**src/rtl/pio_arbiter.sv**
```systemverilog
// Round-robin arbiter sharing one PIO master port among NUM_REQ requesters.
// One transaction in flight; read responses are routed back to the issuing requester, with timeout.
module pio_arbiter #(
  parameter int          NUM_REQ  = 4,
  parameter int          TIMEOUT  = 255,
  parameter logic [31:0] ERR_DATA = 32'hDEAD_BEEF
) (
  input  logic                    clk,
  input  logic                    reset,
  input  logic [NUM_REQ-1:0]      req_cmd_vld,
  input  logic [NUM_REQ*16-1:0]   req_addr,
  input  logic [NUM_REQ*32-1:0]   req_data_w,
  input  logic [NUM_REQ-1:0]      req_rw,
  output logic [NUM_REQ-1:0]      req_ack,
  output logic [31:0]             req_data_r,
  output logic [NUM_REQ-1:0]      req_rd_vld,
  output logic [NUM_REQ-1:0]      req_rd_err,
  output logic                    pio_cmd_vld,
  output logic [15:0]             pio_addr,
  output logic [31:0]             pio_data_w,
  output logic                    pio_rw,
  input  logic [31:0]             pio_data_r,
  input  logic                    pio_rd_vld
);

  localparam int IDX_W = $clog2(NUM_REQ);
  localparam int SUM_W = IDX_W + 1;
  localparam int TMR_W = $clog2(TIMEOUT + 1);
  localparam logic [TMR_W-1:0] TMR_LAST = TMR_W'(TIMEOUT - 1);

  typedef enum logic [1:0] {IDLE, ISSUE, WAIT_RD} state_t;

  state_t             state_reg;
  logic [IDX_W-1:0]   last_g_reg;
  logic [IDX_W-1:0]   pick_next;
  logic [SUM_W-1:0]   sum_next;
  logic [TMR_W-1:0]   timer_reg;
  logic [15:0]        addr_arr  [NUM_REQ];
  logic [31:0]        wdata_arr [NUM_REQ];

  for (genvar gi = 0; gi < NUM_REQ; gi++) begin : g_unpack
    assign addr_arr[gi]  = req_addr[16*gi +: 16];
    assign wdata_arr[gi] = req_data_w[32*gi +: 32];
  end

  // Walk downward so the nearest set bit after last_g is the final assignment.
  always_comb begin
    pick_next = last_g_reg;
    sum_next  = '0;
    for (int k = NUM_REQ; k >= 1; k--) begin
      sum_next = {1'b0, last_g_reg} + SUM_W'(k);
      if (sum_next >= SUM_W'(NUM_REQ))
        sum_next = sum_next - SUM_W'(NUM_REQ);
      if (req_cmd_vld[sum_next[IDX_W-1:0]])
        pick_next = sum_next[IDX_W-1:0];
    end
  end

  always_ff @(posedge clk) begin
    if (!reset) begin
      state_reg   <= IDLE;
      last_g_reg  <= IDX_W'(NUM_REQ - 1);
      timer_reg   <= '0;
      req_ack     <= '0;
      req_data_r  <= '0;
      req_rd_vld  <= '0;
      req_rd_err  <= '0;
      pio_cmd_vld <= 1'b0;
      pio_addr    <= '0;
      pio_data_w  <= '0;
      pio_rw      <= 1'b0;
    end else begin
      req_ack     <= '0;
      req_rd_vld  <= '0;
      req_rd_err  <= '0;
      pio_cmd_vld <= 1'b0;
      case (state_reg)
        IDLE: begin
          if (|req_cmd_vld) begin
            pio_cmd_vld         <= 1'b1;
            pio_addr            <= addr_arr[pick_next];
            pio_data_w          <= wdata_arr[pick_next];
            pio_rw              <= req_rw[pick_next];
            req_ack[pick_next]  <= 1'b1;
            last_g_reg          <= pick_next;
            state_reg           <= ISSUE;
          end
        end
        ISSUE: begin
          if (pio_rw) begin
            state_reg <= IDLE;
          end else begin
            timer_reg <= '0;
            state_reg <= WAIT_RD;
          end
        end
        WAIT_RD: begin
          // Real data takes priority over a timeout decided in the same cycle.
          if (pio_rd_vld) begin
            req_data_r             <= pio_data_r;
            req_rd_vld[last_g_reg] <= 1'b1;
            state_reg              <= IDLE;
          end else if (timer_reg == TMR_LAST) begin
            req_data_r             <= ERR_DATA;
            req_rd_vld[last_g_reg] <= 1'b1;
            req_rd_err[last_g_reg] <= 1'b1;
            state_reg              <= IDLE;
          end else begin
            timer_reg <= timer_reg + TMR_W'(1);
          end
        end
        default: state_reg <= IDLE;
      endcase
    end
  end

endmodule

```
**config.mk**
```make
export PLATFORM = sky130hd
export DESIGN_NAME = pio_arbiter
export DESIGN_NICKNAME = d
export VERILOG_FILES = /design/src/rtl/pio_arbiter.sv
export SDC_FILE = /design/constraint.sdc
export NUM_CORES = 1
export LEC_CHECK = 0
export BUFFER_PORTS_ARGS = -buffer_cell sky130_fd_sc_hd__buf_2
export CORE_AREA = 4 4 124 126
export DETAILED_ROUTE_END_ITERATION = 16
export DIE_AREA = 0 0 128 130
export MAX_ROUTING_LAYER = met4
export PLACE_DENSITY = 0.73
export SYNTH_ARGS = -nofsm -noshare
export SYNTH_HDL_FRONTEND = slang
export SYNTH_SLANG_ARGS = --single-unit
```
**constraint.sdc**
```tcl
create_clock -name clk -period 6.6 [get_ports clk]
set_input_delay 0.99 -clock clk [delete_from_list [all_inputs] [get_ports clk]]
set_output_delay 0.99 -clock clk [all_outputs]
set_load 0.03 [all_outputs]
```
== After elaboration in Yosys (flattened, before gate mapping) ==
Cells that the tools add are included.

* Flip-flop bits (word level): 106
* Bits of input ports: 235
* Output and inout bits: 94

* $add $sub $neg: 9
* Magnitude comparators: 13
* Equal/unequal tests: 8
* Muxes and demuxes: 42
* Bitwise logic cells: 3
* Reduce and logical (&&, ||, !) cells: 14

{| class="wikitable"
|+ Operator list
! operator !! number
|-
| two-way mux 32 bit || 4
|-
| binary-select mux 32 bit (select 2 bit) || 1
|-
| binary-select mux 16 bit (select 2 bit) || 1
|-
| two-way mux 16 bit || 2
|-
| two-way mux 2 bit || 12
|-
| two-way mux 8 bit || 3
|-
| < comparator 2 x 3 -> 1 bit, second input constant || 6
|-
| one-hot mux 8 bit (2 select lines) || 1
|-
| greater-or-equal comparator 3 bit, second input constant || 5
|-
| binary-select mux 1 bit (select 2 bit) || 5
|-
| AND reduction 2 bit || 5
|-
| adder 8 x 1 -> 8 bit, second input constant || 1
|-
| == test 8 bit, second input constant || 1
|-
| two-way mux 1 bit || 8
|-
| two-way mux 4 bit || 2
|-
| inequality test 2 bit, second input constant || 4
|-
| subtractor 2 x 1 -> 2 bit, second input constant || 4
|-
| adder 2 x 2 -> 3 bit, second input constant || 2
|-
| one-hot mux 2 bit (3 select lines) || 1
|-
| demux 1 bit (select 2 bit) || 2
|-
| greater-or-equal comparator 2 x 1 -> 1 bit, second input constant || 2
|-
| AND reduction 4 bit || 1
|-
| nonzero test 2 bit || 2
|-
| OR reduction 4 bit || 1
|-
| other kinds (11) || 13
|}

== Depth between registers and ports, before layout ==
* Depth after elaboration: 13
* Mapped depth: 9
* Gate-level depth less buffers: 7

== Worst setup path before layout ==
Ideal clock, no wire load.

* Kind: input -> register
* From: input req_cmd_vld[2]
* To: register pio_data_w[13]
* Setup time: 0.128 ns
* Data arrival time: 2.243 ns
* Setup slack: 4.229 ns
* Cell stages on the path: 6
* Path through: mux4_2 nand2b_4 a21o_4 nand3_4 buf_12 o221ai_2

* Cells in the longest elaborated chain, start to end: 10
* Elaborated cells between the ends (all ways): 18

{| class="wikitable"
|+ Ends and longest elaborated chain
! item !! line !! RTL
|-
| start: declaration || 10 || <nowiki>input logic [NUM_REQ-1:0] req_cmd_vld,</nowiki>
|-
| binary-select mux 1 bit (select 2 bit) || 54 || <nowiki>if (req_cmd_vld[sum_next[IDX_W-1:0]])</nowiki>
|-
| two-way mux 1 bit (not written as such) || 54 ||
|-
| two-way mux 2 bit (4 in series) || 54 ||
|-
| NOT 2 -> 3 bit (not written as such) || 82 || <nowiki>pio_data_w <= wdata_arr[pick_next];</nowiki>
|-
| binary-select mux 32 bit (select 2 bit) || 82 ||
|-
| two-way mux 32 bit (not written as such) (2 in series) || 82 ||
|-
| end signal: assignment || 82 ||
|-
| end: declaration || 20 || <nowiki>output logic [31:0] pio_data_w,</nowiki>
|}

Parallel ways exist; a longest one is shown, timed or not. The select of a mux whose other input is x is not followed.
A chain may end at the register's enable or synchronous reset.

== Worst setup path after layout ==
* From: register last_g_reg[0]
* To: register pio_data_w[1]

* Cells in the longest elaborated chain, start to end: 13
* Elaborated cells between the ends (all ways): 32

{| class="wikitable"
|+ Ends and longest elaborated chain
! item !! line !! RTL
|-
| start: declaration || 34 || <nowiki>logic [IDX_W-1:0] last_g_reg;</nowiki>
|-
| start signal: assignment || 62 || <nowiki>last_g_reg <= IDX_W'(NUM_REQ - 1);</nowiki>
|-
| start signal: assignment || 85 || <nowiki>last_g_reg <= pick_next;</nowiki>
|-
| adder 2 x 3 -> 3 bit || 51 || <nowiki>sum_next = {1'b0, last_g_reg} + SUM_W'(k);</nowiki>
|-
| greater-or-equal comparator 3 bit or subtractor 2 x 1 -> 2 bit (tied branches) || 52, 53 ||
|-
| two-way mux 2 bit || 52 || <nowiki>if (sum_next >= SUM_W'(NUM_REQ))</nowiki>
|-
| binary-select mux 1 bit (select 2 bit) || 54 ||
|-
| two-way mux 1 bit (not written as such) || 54 ||
|-
| two-way mux 2 bit (3 in series) || 54 ||
|-
| two-way mux 2 bit (*) || 54 ||
|-
| NOT 2 -> 3 bit (not written as such) (*) || 82 ||
|-
| binary-select mux 32 bit (select 2 bit) (*) || 82 ||
|-
| two-way mux 32 bit (not written as such) (*) (2 in series) || 82 ||
|}

Mark *: on every way between the ends. The rest lies on a longest branch, timed or not. The select of a mux whose other input is x is not followed.

==> out/results.md <==
• outcome: finished, final reports clean
• capturing element type of the critical path: flop
• # hold bufs at CTS: 0
• Worst Reg2Reg Path Length in Cells: 7
• Die Span X: 128 um
• launch point of the worst reg-to-reg path: last_g_reg[0]$_SDFFE_PN1P_
• starting utilization of the core area: 0.395
• final critical path time including I/O delays and setup: 3.51 ns
• vertical extent of the die: 130 um
• synthesized flop and latch total: 106
• placed wire-length estimate: 13,600 um
• CTS root buffer: clkbuf_16
• hold path depth: 2
• Final GP Congestion: 0.855
• post-route cell area: 7600 um2
• latest clock arrival within the worst-skew pair: 0.36 ns
• first-pass GRT wire length: 28,400 um
• Synth-to-Final Area Change: 34.3%
• Core ar.: 14,300 um2
• required arrival time at the worst endpoint: 6.80 ns
• post-synthesis compound-gate area fraction: 0.274
• iteration-0 DRC count of the detailed router: 288
• Crit Path Category: reg -> reg
• synthesized instance count: 569
• Clock Skew: 0.00823 ns
• first-pass iteration count of the detailed router: 4
• worst reg2reg path endpoint: pio_data_w[1]$_SDFFE_PN0P_
• share of cells above drive strength 1: 0.481
• post-CTS repair timing setup buffer count: 0
• overall routing resource usage: 0.221
• total placed instance area: 7220 um2
• type of the tightest min-delay check: reg -> reg
• Area contributors post-synth: dfxtp_1 38%, mux2i_1 11%, o221ai_2 6.4%, a21boi_0 4.9%, o221a_2 4.8%
• count of endpoints failing hold in the final timing report: 0
• critical path startpoint category: flop
• Post-Synth XOR/XNOR Area: 0.00774
• Post-synth ARST share: 0
• Clock transition at path regs: 0.07 ns
• Max-slew headroom: 0.243
• combinational family with the most area after synthesis: compound AO/OA/AOI/OAI gates
• ANT nets after route: 0
• fill cell count: 1,352
• number of distinct library cell variants in the gate-level netlist after synthesis: 53
• H-Tree Level Count: 3
• top cell type by total area after synthesis: dfxtp_1
• fmax: 285 MHz
• via count of the first global-routing pass: 5,528
• total gr overflow: 0
• Max Cap Viol: 0
• transition time at the pin with the least slew margin: 1.14 ns
• area used by multi-input combinational logic: 3170 um2
• reg-to-reg setup timing slack: 3.09 ns
• Worst Min Path Start: pio_data_w[6]$_SDFFE_PN0P_
• fraction of the mapped netlist area in simple logic gates: 0.142
• count of buffer and inverter cells on the critical path: 2
• hold endpoint: pio_data_w[6]$_SDFFE_PN0P_
• Critical Path, Cell by Cell: inv_1 -> ha_1 -> a211o_2 -> buf_4 -> and2_4 -> mux2i_1 -> o221ai_1
• Num CTS Buffers: 9
• total nets after synthesis: 810
• Slew Viols, Final: 0
• number of I/O port buffers: 328
• number of placed I/O pins: 329
• average vias per placed instance: 5.36
• number of clock sinks: 106
• number of buffers on the longest clock path: 2
• largest vdd supply drop: 0.227 mV
• antenna violations before repair: 8
• count of yosys warnings during synthesis: 0
• share of the clock period used by the worst path after layout: 0.532
• Cell Count Post-Placement: 1,033
• DRC violation count after routing: 0
• arrival time of the worst setup path: 3.71 ns
• setup repair after global routing missed its margin: false
• number of gates resized after CTS: 0
• critical path peak fanout: 76
• via count: 5,666
• post-synthesis mux area share: 0.120
• total detailed-routing wirelength: 18,800 um
• combined flip-flop and latch cell area: 2120 um2
• biggest regs: pio_data_w: 32 flops, req_data_r: 32 flops, pio_addr: 16 flops
• post-synthesis instance area: 5660 um2
• delay of the slowest cell on the worst path: 1.00 ns
• TritonCTS clock tree: built
• total power density per cell area: 414 nW/um2
• critical path's top delay family: simple AND/OR/NAND/NOR gates
• post-route insts no fill: 1,057
• most frequently used flop master after synthesis: dfxtp_1
• number of enable flip-flop cells after synthesis: 0
• die area: 16,600 um2
• Synth top area share: 0.375
• final layout net count: 1,101
• final-report setup violation count: 0
• post-synthesis adder-cell area fraction: 0.0133
• WL per Instance: 17.8 um
• maximum number of pins on one net before global-route repair: 77
• standard-cell row count: 44
• static leakage: 3.66 nW
• Fin Setup TNS: 0 ns
• Slowest-stage cell, CP: and2_4
• post-synthesis average cell area: 9.94 um2
• sequential cell area fraction in the yosys report: 0.375
[metal layers]
layer / up-vias / global-route usage / part of all wire
li1: 2746 / - / -
met1: 2648 / 0.260 / 0.40
met2: 235 / 0.362 / 0.50
met3: 37 / 0.0549 / 0.073
met4: 0 / 0.0943 / 0.031
met5: - / - / 0
[worst max-delay path by stage]
stage	from	to	slack, ns	depth (start not counted)
after floorplan	req_cmd_vld[2]	pio_data_w[13]$_SDFFE_PN0P_	4.23	6
after global placement	req_cmd_vld[1]	pio_data_w[3]$_SDFFE_PN0P_	3.04	7
after detailed placement	req_cmd_vld[1]	pio_data_w[20]$_SDFFE_PN0P_	3.00	7
after CTS	last_g_reg[0]$_SDFFE_PN1P_	pio_data_w[20]$_SDFFE_PN0P_	3.13	7
after global routing	last_g_reg[0]$_SDFFE_PN1P_	pio_data_w[1]$_SDFFE_PN0P_	2.75	7
final	last_g_reg[0]$_SDFFE_PN1P_	pio_data_w[1]$_SDFFE_PN0P_	3.09	7
[cell usage after synthesis, types with 2 or more instances]
cell      instances
a22oi_1           8
or3_1             3
o21a_1            2
mux2i_1          62
o211ai_1          3
and2_1            6
a21oi_1           3
buf_4             5
buf_6            15
o21ai_1          26
nand3_4           2
o21ai_0          17
dfxtp_1         106
o221ai_1         24
o221a_2          24
nand2_1          59
a21boi_0         37
inv_1             6
o221ai_2         24
nand3_1           3
buf_2             7
ha_1              6
mux4_2            2
and3_1           41
nor2_1           21
o31ai_1           2
xnor2_1           4
nand4_1           2
clkbuf_1         24
nor3_1            2
[per-stage QoR]
stage	setup WS, ns	utilization	hold WS, ns	total power [mW]
floorplan	4.23	-	0.471	2.18
finish	3.09	0.531	0.462	3.14
global route	2.75	0.531	0.478	3.33
global placement	3.04	0.504	0.440	2.50
detailed placement	3.00	0.504	0.441	2.51
CTS	3.13	0.529	0.466	3.16
[where the power goes]
group          total [mW]  leakage, nW  switching [mW]  internal (mW)
Combinational        1.59         2.61            1.02          0.573
Sequential          0.905        0.867          0.0963          0.809
Clock               0.647        0.176           0.260          0.387
Total                3.14         3.66            1.38           1.77
[area by class of cell]
type	count	area share
Multi-Input combinational cell	404	0.417
Sequential cell	106	0.279
Timing Repair Buffer	332	0.220
Clock buffer	10	0.0315
Tap cell	184	0.0303
Clock inverter	6	0.0156
Inverter	7	0.00346
Antenna cell	8	0.00264
[kinds of logic (layout without fill, tap and decap cells)]
logic type	Yosys count	after routing
multiplexers	65	65
AO/OA/AOI/OAI	178	178
adder cells (fa/ha/maj)	6	6
XOR/XNOR	5	5
flip-flops	106	106
other	0	8
buffers and inverters	59	355
AND/OR/NAND/NOR	150	150
[cell usage in the layout (no fill, tap or decap), types with 9 or more instances in the layout]
cell type  count
mux2i_1       62
buf_2        328
a21boi_0      37
nor2_1        20
o221a_2       24
o21ai_1       26
dfxtp_1      106
clkbuf_16      9
o21ai_0       17
o221ai_2      24
o221ai_1      24
nand2_1       59
and3_1        41
[worst reg2reg max path, delay by kind of cell, from the launching register on]
family                     cells  cell delay (ns)
DFF                            1             0.59
muxes                          1             0.36
and+or+nand+nor                1             1.04
adders and majority gates      1             0.38
AOI/OAI and AO/OA              2             0.25
buffers and inverters          2             0.74
Note: power is estimated with default switching activity, not from simulation.
